--- config.mk ---
export PLATFORM = sky130hd
export DESIGN_NAME = ser2par_en
export DESIGN_NICKNAME = d
export VERILOG_FILES = /design/src/rtl/ser2par_en.sv
export SDC_FILE = /design/constraint.sdc
export NUM_CORES = 1
export LEC_CHECK = 0
export BUFFER_PORTS_ARGS = -buffer_cell sky130_fd_sc_hd__buf_4
export CAP_MARGIN = 20
export CORE_AREA = 3 3 44 46
export CTS_CLUSTER_DIAMETER = 80
export DETAILED_ROUTE_END_ITERATION = 7
export DIE_AREA = 0 0 47 49
export PLACE_DENSITY = 0.76
export RECOVER_POWER = 100
export SLEW_MARGIN = 20
export SYNTH_ARGS = -nofsm -noshare
export SYNTH_HDL_FRONTEND = slang
export SYNTH_SLANG_ARGS = --single-unit
--- constraint.sdc ---
create_clock -name clk -period 4 [get_ports clk]
set_clock_uncertainty 0.15 [all_clocks]
set_input_delay 0.2 -clock clk [delete_from_list [all_inputs] [get_ports clk]]
set_output_delay 0.2 -clock clk [all_outputs]
set_load 0.005 [all_outputs]
--- src/rtl/ser2par_en.sv ---
// Serial-to-parallel deserializer: one bit per enabled clk edge, registered word plus one-cycle valid.
// Optional macro SER2PAR_PARITY_EN appends an even-parity bit to every frame and checks it.
module ser2par_en #(
  parameter int WIDTH     = 8,
  parameter int CW        = 3,
  parameter bit MSB_FIRST = 1'b1
) (
  input  logic             clk,
  input  logic             reset_n,
  input  logic             en,
  input  logic             d,
  input  logic             clr,
  output logic [WIDTH-1:0] word,
  output logic             valid,
  output logic [CW-1:0]    cnt,
  output logic             busy,
  output logic             parity_err
);

`ifdef SER2PAR_PARITY_EN
  // The last accepted bit of a frame is the parity bit, which never enters the shift register.
  localparam int LAST = WIDTH;
`else
  localparam int LAST = WIDTH - 1;
`endif
  localparam logic [CW-1:0] LAST_CNT = CW'(LAST);

  logic [WIDTH-1:0] shreg_reg;
  logic [WIDTH-1:0] shifted;
  logic [WIDTH-1:0] word_reg;
  logic [CW-1:0]    cnt_reg;
  logic             valid_reg;
  logic             busy_reg;
  logic             last_bit;

  generate
    if (MSB_FIRST) begin : g_msb
      assign shifted = {shreg_reg[WIDTH-2:0], d};
    end else begin : g_lsb
      assign shifted = {d, shreg_reg[WIDTH-1:1]};
    end
  endgenerate

  assign last_bit = (cnt_reg == LAST_CNT);

  always_ff @(posedge clk) begin
    if (!reset_n) begin
      shreg_reg <= '0;
      cnt_reg   <= '0;
      word_reg  <= '0;
      valid_reg <= 1'b0;
      busy_reg  <= 1'b0;
    end else if (clr) begin
      shreg_reg <= '0;
      cnt_reg   <= '0;
      valid_reg <= 1'b0;
      busy_reg  <= 1'b0;
    end else if (en) begin
      if (last_bit) begin
        cnt_reg   <= '0;
        busy_reg  <= 1'b0;
        valid_reg <= 1'b1;
        shreg_reg <= '0;
`ifdef SER2PAR_PARITY_EN
        word_reg  <= shreg_reg;
`else
        word_reg  <= shifted;
`endif
      end else begin
        cnt_reg   <= cnt_reg + 1'b1;
        busy_reg  <= 1'b1;
        valid_reg <= 1'b0;
        shreg_reg <= shifted;
      end
    end else begin
      valid_reg <= 1'b0;
    end
  end

`ifdef SER2PAR_PARITY_EN
  logic perr_reg;

  // Updated only on frame completion so it survives clr until the next word.
  always_ff @(posedge clk) begin
    if (!reset_n) begin
      perr_reg <= 1'b0;
    end else if (!clr && en && last_bit) begin
      perr_reg <= (^shreg_reg) ^ d;
    end
  end

  assign parity_err = perr_reg;
`else
  assign parity_err = 1'b0;
`endif

  assign word  = word_reg;
  assign valid = valid_reg;
  assign cnt   = cnt_reg;
  assign busy  = busy_reg;

endmodule

# Word-level counts from Yosys, hierarchy flattened
# Index checks and enable logic that the tools add are counted.
dict set report totals {
  register_bits 20
}
dict set report op_classes {
  eq_ne 1
  n_reduce_logical 3
  bitwise 3
  n_mux 4
  n_addsub 1
}
# cell count
set op_table {}
lappend op_table {{7-bit 2-to-1 mux} 1}
lappend op_table {{3-bit by 1-bit adder with 3-bit output, second input constant} 1}
lappend op_table {{3-bit == test, second input constant} 1}
lappend op_table {{3-bit 2-to-1 mux} 1}
lappend op_table {{1-bit inverter} 3}
lappend op_table {{3-bit AND reduction} 1}
lappend op_table {{3-bit OR reduction} 1}
lappend op_table {{1-bit 2-to-1 mux} 2}
lappend op_table {{2-bit OR reduction} 1}

# Longest topological paths before layout
# Gate-level depths: netlist (run 1).
dict set report depth {
  word_depth 2
  ltp_mapped 5
  depth_no_buf 4
}

# Worst setup path after synthesis (run 1)
# Ideal clock, no wire load.
dict set report synth_path {
  path_type {reg2reg}
  from {register cnt_reg[0] (netlist: cnt[0])}
  to {register word_reg[0] (netlist: word[0])}
  setup_ns 0.072
  path_stages_with_launch 6
  period_less_slack_ns 1.454
  t_required_ns 3.778
  path_slack_ns 2.546
  arrival_time_ns 1.233
  path_cell_list {dfxtp_1 -> ha_1 -> ha_1 -> and3b_1 -> buf_6 -> mux2i_1}
}
dict set report synth_via {
  elab_chain_cells 2
}
# element line_no
set synth_rtl {}
lappend synth_rtl {{from (decl)} 31} ;# logic [CW-1:0] cnt_reg;
lappend synth_rtl {{from (signal assigned)} 70} ;# cnt_reg <= cnt_reg + 1'b1;
lappend synth_rtl {{3-bit == test} 44} ;# assign last_bit = (cnt_reg == LAST_CNT);
lappend synth_rtl {{via last_bit} 34} ;# logic last_bit;
lappend synth_rtl {{3-bit AND reduction (no line)} n/a}
lappend synth_rtl {{to (signal assigned)} 67} ;# word_reg <= shifted;
lappend synth_rtl {{to (decl)} 30} ;# logic [WIDTH-1:0] word_reg;
# The timed path passes the listed nets, and every way through them passes these cells.
# A chain may end at the register's enable or synchronous reset.

# Final worst setup path (run 1)
dict set report layout_path {
  from {register cnt_reg[0] (netlist: cnt[0])}
  to {register word_reg[2] (netlist: word[2])}
}
# The elaborated chain is that of the path after synthesis.

==> results of run 1 <==
==> kinds of logic (layout without fill, tap and decap cells) <==
| kind of cell | after synthesis | in the layout | synth area share |
|---|---|---|---|
| compound gates | 9 | 9 | 0.0566 |
| fa+ha+maj | 3 | 3 | 0.0446 |
| buf+inv | 7 | 20 | 0.0551 |
| flops | 20 | 20 | 0.476 |
| mux | 10 | 10 | 0.119 |
| other cells | 1 | 1 | 0.00446 |
| simple gates | 39 | 39 | 0.244 |
==> critical path: stages (launching register included) <==
cell and delay, ns:
sky130_fd_sc_hd__dfxtp_1 0.38, sky130_fd_sc_hd__ha_1 0.19, sky130_fd_sc_hd__ha_1 0.28, sky130_fd_sc_hd__and3b_1 0.48, sky130_fd_sc_hd__mux2i_1 0.23
==> cells in the mapped netlist, drive strengths merged <==
library cell  number  area, um^2
and3b              1        8.76
nand3b             7        52.6
dfxtp             20         400
nor2               4        15.0
or3b               1        8.76
mux2i             10         100
nand2b             9        56.3
nand2             17        63.8
a211oi             1        7.51
a21oi              8        40.0
conb               1        3.75
buf                7        46.3
ha                 3        37.5
==> power breakdown <==
part / internal, mW / switching [mW]
Sequential: 0.201 / 0.00109
Clock: 0.0350 / 0.0550
Combinational: 0.00748 / 0.00962
==> layout make-up <==
class | instances | area [um^2] | share of cell area
Multi-Input combinational cell | 62 | 394 | 0.409
Timing Repair Buffer | 17 | 128 | 0.132
Clock buffer | 3 | 22.5 | 0.0233
Tap cell | 16 | 20.0 | 0.0208
Sequential cell | 20 | 400 | 0.415
==> layout by cell type (no fill, tap or decap) <==
cell	n
sky130_fd_sc_hd__dfxtp_1	20
sky130_fd_sc_hd__mux2i_1	10
sky130_fd_sc_hd__ha_1	3
sky130_fd_sc_hd__nand3b_1	7
sky130_fd_sc_hd__a21oi_1	8
sky130_fd_sc_hd__nand2_1	17
sky130_fd_sc_hd__buf_4	4
sky130_fd_sc_hd__or3b_1	1
sky130_fd_sc_hd__and3b_1	1
sky130_fd_sc_hd__nor2_1	4
sky130_fd_sc_hd__nand2b_1	9
sky130_fd_sc_hd__conb_1	1
sky130_fd_sc_hd__clkbuf_4	16
sky130_fd_sc_hd__a211oi_1	1
==> per-layer routing <==
metal	part of all wire	vias to the layer above	track usage
met5	0	-	0
met4	0	0	0.0691
met3	0.057	0	0.0443
met2	0.47	17	0.192
met1	0.47	268	0.182
li1	-	318	-
==> worst max-delay path by stage <==
stage,end,slack (ns),cells past startpoint
final,word[2],2.23,4
after global routing,word[3],2.09,4
after floorplan,word[0],2.55,5
after detailed placement,word[3],2.23,4
after global placement,word[1],2.28,4
after CTS,word[3],2.20,4
==> through the flow <==
stage / util / instances / total power, mW / hold slack [ns] / setup WS [ns]
after global placement: 0.611 / 115 / 0.223 / 0.294 / 2.28
after detailed placement: 0.611 / 115 / 0.224 / 0.296 / 2.23
final: 0.626 / 118 / 0.309 / 0.0250 / 2.23
after global routing: 0.626 / 118 / 0.328 / 0.0352 / 2.09
after CTS: 0.626 / 118 / 0.315 / 0.0113 / 2.20
after floorplan: - / 89 / 0.219 / 0.192 / 2.55
==> metrics, run 1 <==
post-CTS setup-driven buffer insertion count=0; buffer depth of the longest clock path=2; total of flip-flops plus latches after synthesis=20; fraction of final layout cells sized beyond drive strength 1=0.196; worst-case vdd ir drop=0.190 mV; Die ar.=2300 um^2; origin of the worst setup path=cnt[0]; number of warnings printed during yosys synthesis=0; Hold Path End=word[0]; max_cap viols=0; routed wire length=1400 um; arrival time of data at the critical path endpoint=1.84 ns; post-cts resize count=0; static power due to leakage=approximately 0.37 nW; fill cell count=around 140; die height=49 um; Row Count=14; weighted congestion at the end of routability-driven global placement=0.717; number of sinks driven by the clock tree=20; number of search-and-repair iterations in the first detailed-routing pass=4; core region area=1540 um^2; NumNets Final=between 100 and 150; Syn Std Cell Area=841 um^2; number of routed nets with antenna violations=0; count of vias placed by the detailed router=603; Post-Synthesis Net Count=97; maximum level of the CTS H-tree=1; Reg-to-Reg End=word[2]; chip width=~47 um; post-synthesis sequential area ratio=0.476; antenna violations before repair=0; endpoints failing hold=0; final period utilization=0.443; R2R cell count=4; library cells used by synthesis=15; antenna cell count=0; mean number of vias per cell=5.11; status=finished, final reports clean; classification of the worst-slack hold path=primary input to register; Num CTS Buffers=3; Top Ports=19; number of cells on the worst hold path=3; root buffer selected by CTS=sky130_fd_sc_hd__clkbuf_4; sum of net half-perimeters after detailed placement=994 um; Setup Total Neg Slack=0 ns; Max Clock Freq=565 MHz; Initial DRC Count=10; post-route cell area=965 um^2; crit path max fanout=9; Final Max Tran Viols=0; later-pin clock latency in the skew report=around 0.29 ns; maximum number of pins on one net before global-route repair=23; number of global-route vias before repair=534; final setup violation count=0; CP Launch Type=register; Placement Cell Area=942 um^2; number of port buffers=17; GRT Resource Usage Total=0.137; average size of a mapped cell=9.45 um^2; hold_sp=d; Crit Path Class=register to register; Gate Count Post-Synth=89; WP data required=4.07 ns; register-to-register path setup slack=2.23 ns; post-route minimum period=1.77 ns; drt wl/cell=11.8 um; power per standard cell area=320 nW/um^2; CP endpoint kind=register; clock tree from TritonCTS=done; startpoint of the worst-slack reg-to-reg timing path=cnt[0]; global-route wire length before repair=2310 um; layout overhead on the synthesized area=14.7%; overflow left after global routing=0; total DRC errors in the routed layout=0; starting utilization of the core area=0.545; max FFs per register=8; number of buffers inserted by hold repair at cts=0; setup repair after global routing missed its margin=no; Worst-path clk slew=0.10 ns
No activity file was read; power rests on OpenSTA's default activity.
==> run 2: changes to the inputs <==
--- a/config.mk
+++ b/config.mk
@@ -7,11 +7,11 @@
 export LEC_CHECK = 0
 export BUFFER_PORTS_ARGS = -buffer_cell sky130_fd_sc_hd__buf_4
 export CAP_MARGIN = 20
-export CORE_AREA = 3 3 44 46
+export CORE_AREA = 3 3 47 49
 export CTS_CLUSTER_DIAMETER = 80
 export DETAILED_ROUTE_END_ITERATION = 7
-export DIE_AREA = 0 0 47 49
-export PLACE_DENSITY = 0.76
+export DIE_AREA = 0 0 50 52
+export PLACE_DENSITY = 0.7
 export RECOVER_POWER = 100
 export SLEW_MARGIN = 20
 export SYNTH_ARGS = -nofsm -noshare
==> constraint.sdc (replaced) <==
create_clock -name clk -period 1.5 [get_ports clk]
set_clock_uncertainty 0.15 [all_clocks]
set_input_delay 0.075 -clock clk [delete_from_list [all_inputs] [get_ports clk]]
set_output_delay 0.075 -clock clk [all_outputs]
set_load 0.005 [all_outputs]
==> run 2 against run 1 <==
Compared with the run above:
- register-to-register slack lost 2.2 ns
- global-route usage fell by 0.46 points
- sequential power rose to 2.7 times the previous value
- highest routed layer is now met4
- final area increased by 15%
- via count is 7.6% higher
- combinational power grew to 3.6 times the previous value
==> metrics, run 2 (synthesized netlist as in run 1, its figures left out) <==
fill cell count=189; Final Max Tran Viols=0; antenna cell count=0; CP endpoint kind=register; static power due to leakage=0.419 nW; R2R cell count=4; buffer depth of the longest clock path=2; final period utilization=0.966; Worst-path clk slew=0.12 ns; root buffer selected by CTS=sky130_fd_sc_hd__clkbuf_4; number of global-route vias before repair=around 600; Top Ports=19; register-to-register path setup slack=0.06 ns; number of routed nets with antenna violations=0; Die ar.=2600 um^2; GRT Resource Usage Total=0.132; total chip power=1.04 mW; Initial DRC Count=9; layout overhead on the synthesized area=32.1%; global-route wire length before repair=2630 um; starting utilization of the core area=0.442; highest-count cells in the layout ignoring fill and taps=sky130_fd_sc_hd__dfxtp_1 (18), sky130_fd_sc_hd__nand2_1 (17), sky130_fd_sc_hd__clkbuf_4 (14); WP data required=approximately 1.6 ns; arrival time of data at the critical path endpoint=around 1.5 ns; number of cells in the design after placement=around 130; sum of net half-perimeters after detailed placement=1030 um; weighted congestion at the end of routability-driven global placement=~0.66; hold_sp=clr; core region area=1900 um^2; CP Launch Type=primary input; Reg-to-Reg End=cnt[0]; later-pin clock latency in the skew report=0.30 ns; mean number of vias per cell=4.70; fraction of final layout cells sized beyond drive strength 1=0.270; net load switching power=201 uW; Max Clock Freq=around 690 MHz; final setup violation count=0; post-route insts no fill=138; overflow left after global routing=0; number of search-and-repair iterations in the first detailed-routing pass=4; maximum number of pins on one net before global-route repair=23; die height=roughly 52 um; drt wl/cell=11.5 um; number of port buffers=17; Crit Path Class=primary input to register; worst-case vdd ir drop=0.532 mV; status=finished, final reports clean; portion of total power attributed to sequential cells=0.519; internal power=between 800 and 900 uW; pre-CTS setup slack=-0.0772 ns; clock tree from TritonCTS=done; most common cell after layout, fill and taps aside=sky130_fd_sc_hd__dfxtp_1; NumNets Final=120; Clk pwr share=0.422; Final WS setup=0.0506 ns; Hold Path End=word[5]; total DRC errors in the routed layout=0; number of sinks driven by the clock tree=20; share of power burned in combinational logic=0.059; Row Count=16; post-route minimum period=1.45 ns; chip width=around 50 um; switching part of the total=0.193; startpoint of the worst-slack reg-to-reg timing path=cnt[1]; antenna violations before repair=0; max FFs per register=8; crit path max fanout=17; Num CTS Buffers=3; number of cells on the worst hold path=3; count of vias placed by the detailed router=~650; maximum level of the CTS H-tree=1; max_cap viols=0; routed wire length=about 1600 um; classification of the worst-slack hold path=primary input to register; power per standard cell area=slightly above 900 nW/um^2; endpoints failing hold=0
-- run 2: cell count changes in the layout (fill, tap and decap cells not counted) --
cell and delta:
sky130_fd_sc_hd__dfxtp_2 +2, sky130_fd_sc_hd__dlygate4sd3_1 +4, sky130_fd_sc_hd__dfxtp_1 -2, sky130_fd_sc_hd__ha_4 +2, sky130_fd_sc_hd__and3b_1 -1, sky130_fd_sc_hd__bufinv_16 +1, sky130_fd_sc_hd__buf_6 +1, sky130_fd_sc_hd__ha_1 -2
sky130_fd_sc_hd__buf_4 +5, sky130_fd_sc_hd__and3b_2 +1, sky130_fd_sc_hd__clkbuf_4 -2
-- run 2: power groups by stage --
stage | clock network, mW | registers, mW | logic [mW]
4_1_cts | 0.454 | 0.538 | 0.0572
2_1_floorplan | 0 | 0.550 | 0.0337
3_3_place_gp | 0 | 0.549 | 0.0486
5_1_grt | 0.473 | 0.539 | 0.0665
6_report | 0.438 | 0.539 | 0.0610
3_5_place_dp | 0 | 0.549 | 0.0489
-- run 2: cell type report --
type                    count  area, um^2  area share
flip-flops and latches     20         403       0.363
clock buffers               3        22.5      0.0203
multi-input cells          62         420       0.378
clock inverters             1        30.0      0.0270
repair buffers             25         201       0.181
well taps                  27        33.8      0.0304
-- run 2: per-layer routing --
layer | global-route usage | wire (um) | up-vias
met2 | 0.187 | 704 | 18
met4 | 0.0691 | 38 | 0
met5 | 0 | 0 | -
met3 | 0.0372 | 83 | 6
met1 | 0.180 | 766 | 291
li1 | - | - | 334
-- run 2: worst max-delay path by stage --
stage             from  endpoint  cells past startpoint
4_1_cts         cnt[1]   word[0]                      4
2_1_floorplan   cnt[0]   word[0]                      5
3_5_place_dp    cnt[0]   word[1]                      4
6_report       reset_n   word[0]                      5
5_1_grt         cnt[1]   word[1]                      4
3_3_place_gp    cnt[0]   word[5]                      4
-- run 2: per-stage QoR --
| stage | instance area [um^2] | TNS, ns | util | hold WS, ns |
|---|---|---|---|---|
| detailed placement | 978 | -0.518 | 0.514 | 0.211 |
| CTS | 1070 | 0 | 0.564 | 0.162 |
| global route | 1110 | -0.00167 | 0.584 | 0.172 |
| finish | 1110 | 0 | 0.584 | 0.180 |
| floorplan | 841 | 0 | - | 0.0671 |
| global placement | 978 | -0.261 | 0.514 | 0.201 |
-- run 2: critical path, stage by stage --
cell,delay (ns)
sky130_fd_sc_hd__dlygate4sd3_1,0.54
sky130_fd_sc_hd__buf_6,0.17
sky130_fd_sc_hd__nand2_1,0.06
sky130_fd_sc_hd__dlygate4sd3_1,0.55
sky130_fd_sc_hd__mux2i_1,0.13
-- run 2: repair_timing --
action | CTS | global route
endpoints found under the setup margin | 8 | 14
resized for setup | 1 | 7
hold buffers | 4 | 0
pin swaps | 0 | 0
setup buffers | 0 | 1
endpoints found under the hold margin | 17 | 0
==> run 3: changes to the inputs <==
--- a/config.mk
+++ b/config.mk
@@ -7,10 +7,10 @@
 export LEC_CHECK = 0
 export BUFFER_PORTS_ARGS = -buffer_cell sky130_fd_sc_hd__buf_4
 export CAP_MARGIN = 20
-export CORE_AREA = 3 3 47 49
+export CORE_AREA = 3 3 46 48
 export CTS_CLUSTER_DIAMETER = 80
 export DETAILED_ROUTE_END_ITERATION = 7
-export DIE_AREA = 0 0 50 52
+export DIE_AREA = 0 0 49 51
 export PLACE_DENSITY = 0.7
 export RECOVER_POWER = 100
 export SLEW_MARGIN = 20
==> constraint.sdc (replaced) <==
create_clock -name clk -period 1.4 [get_ports clk]
set_clock_uncertainty 0.15 [all_clocks]
set_input_delay 0.07 -clock clk [delete_from_list [all_inputs] [get_ports clk]]
set_output_delay 0.07 -clock clk [all_outputs]
set_load 0.005 [all_outputs]
==> run 3 against run 2 <==
Compared with the run above:
- cell count shrank 2.2%
- sequential share of layout area increased by 0.79 points
- hold slack gained 0.0011 ns
- largest cell class unchanged
- sequential power is 7.1% higher
- critical endpoint is now word[4]
- clock power is 41% lower
- final area fell by 2.1%
==> metrics, run 3 (synthesized netlist as in run 1, its figures left out) <==
static power due to leakage=between 0.4 and 0.5 nW; mean number of vias per cell=4.76; later-pin clock latency in the skew report=0.28 ns; buffer depth of the longest clock path=2; critical-path cell list=ha_4, ha_4, and3b_2, buf_12, mux2i_1; sum of net half-perimeters after detailed placement=1030 um; Die ar.=around 2500 um^2; endpoints failing hold=0; global-route wire length before repair=2660 um; arrival time of data at the critical path endpoint=1.41 ns; Final Max Tran Viols=0; status=finished, final reports clean; startpoint of the worst-slack reg-to-reg timing path=cnt[0]; WP data required=1.43 ns; Setup Total Neg Slack=0 ns; GRT Resource Usage Total=0.137; crit path max fanout=8; cell at the slowest stage of the critical path=sky130_fd_sc_hd__dfxtp_2; starting utilization of the core area=0.482; root buffer selected by CTS=sky130_fd_sc_hd__clkbuf_4; antenna violations before repair=0; worst-case vdd ir drop=0.563 mV; classification of the worst-slack hold path=primary input to register; post-route minimum period=1.37 ns; final period utilization=0.982; R2R cell count=5; register-to-register path setup slack=0.03 ns; post-CTS setup-driven buffer insertion count=0; max_cap viols=0; NumNets Final=120; Row Count=15; drt wl/cell=10.9 um; Reg-to-Reg End=word[4]; Initial DRC Count=10; cell family with the largest share of critical-path delay=flip-flops; die height=51 um; buffers plus inverters on the worst setup path=1; chip width=about 50 um; number of sinks driven by the clock tree=20; weighted congestion at the end of routability-driven global placement=0.673; maximum level of the CTS H-tree=1; footprint of the multi-input gates=420 um^2; number of cells on the worst hold path=3; total chip power=895 uW; storage element area=~400 um^2; final setup violation count=0; core region area=between 1500 and 2000 um^2; worst hold slack=0.181 ns; max FFs per register=8; setup repair after global routing missed its margin=yes; clock tree from TritonCTS=done; highest-count cells in the layout ignoring fill and taps=sky130_fd_sc_hd__dfxtp_1 (18), sky130_fd_sc_hd__nand2_1 (17), sky130_fd_sc_hd__clkbuf_4 (13); Max Clock Freq=727 MHz; number of port buffers=17; overflow left after global routing=0; total DRC errors in the routed layout=0; Hold Path End=cnt[2]; routed wire length=1470 um; Crit Path Class=register to register; Num CTS Buffers=3; antenna cell count=0; maximum number of pins on one net before global-route repair=23; hold_sp=reset_n; CP Launch Type=register; fraction of final layout cells sized beyond drive strength 1=0.264; fill cell count=171; Top Ports=19; max incr delay on CP=0.35 ns; number of search-and-repair iterations in the first detailed-routing pass=4; count of vias placed by the detailed router=643; most common cell after layout, fill and taps aside=sky130_fd_sc_hd__dfxtp_1; layout overhead on the synthesized area=29.3%; number of routed nets with antenna violations=0; power per standard cell area=823 nW/um^2; most repeated library cell on the critical path=sky130_fd_sc_hd__ha_4; Worst-path clk slew=0.10 ns; number of global-route vias before repair=609; CP endpoint kind=register
## run 3: per-stage QoR
step / std cells / cell area, um^2 / worst slack [ns] / utilization
2_1_floorplan: 89 / 856 / 0.00131 / -
5_1_grt: 135 / 1090 / -0.0420 / 0.623
6_report: 135 / 1090 / 0.0252 / 0.623
3_3_place_gp: 128 / 1010 / 0.0335 / 0.579
4_1_cts: 135 / 1090 / 0.0131 / 0.622
3_5_place_dp: 128 / 1010 / -0.0148 / 0.579
## run 3: tightest hold or removal path, stage by stage
cell                       delay (ns)
sky130_fd_sc_hd__buf_4           0.10
sky130_fd_sc_hd__nand2b_1        0.25
sky130_fd_sc_hd__nor2_1          0.16
## run 3: repair_timing
action	in CTS	in global routing
hold buffers	4	0
cloned	0	0
endpoints found under the hold margin	12	0
pin swaps	1	1
resized for setup	3	1
endpoints found under the setup margin	9	9
## run 3: worst max-delay path by stage
stage / to / start / cells after the start
after floorplan: word[0] / cnt[0] / 5
after global placement: word[4] / cnt[1] / 5
after detailed placement: word[4] / cnt[0] / 5
after CTS: cnt[0] / cnt[1] / 4
after global routing: word[2] / cnt[0] / 5
final: word[4] / cnt[0] / 5
## run 3: cell type report
cell class / count / share of cell area
tap: 25 / 0.0288
timing repair buffer: 25 / 0.193
clock buffer: 3 / 0.0207
multi-input combinational: 62 / 0.387
sequential: 20 / 0.371
## run 3: metal layers
metal  vias up  global-route usage  wire length (um)
met3         2              0.0437                73
li1        335                   -                 -
met4         0              0.0569                14
met1       291               0.168               747
met5         -                   0                 0
met2        15               0.222               636
## run 3: power breakdown
part	total, mW	leakage (nW)	internal [mW]	switching (mW)
Combinational	0.0614	0.231	0.0313	0.0301
Sequential	0.577	0.162	0.573	0.00338
Clock	0.257	0.0138	0.0999	0.157
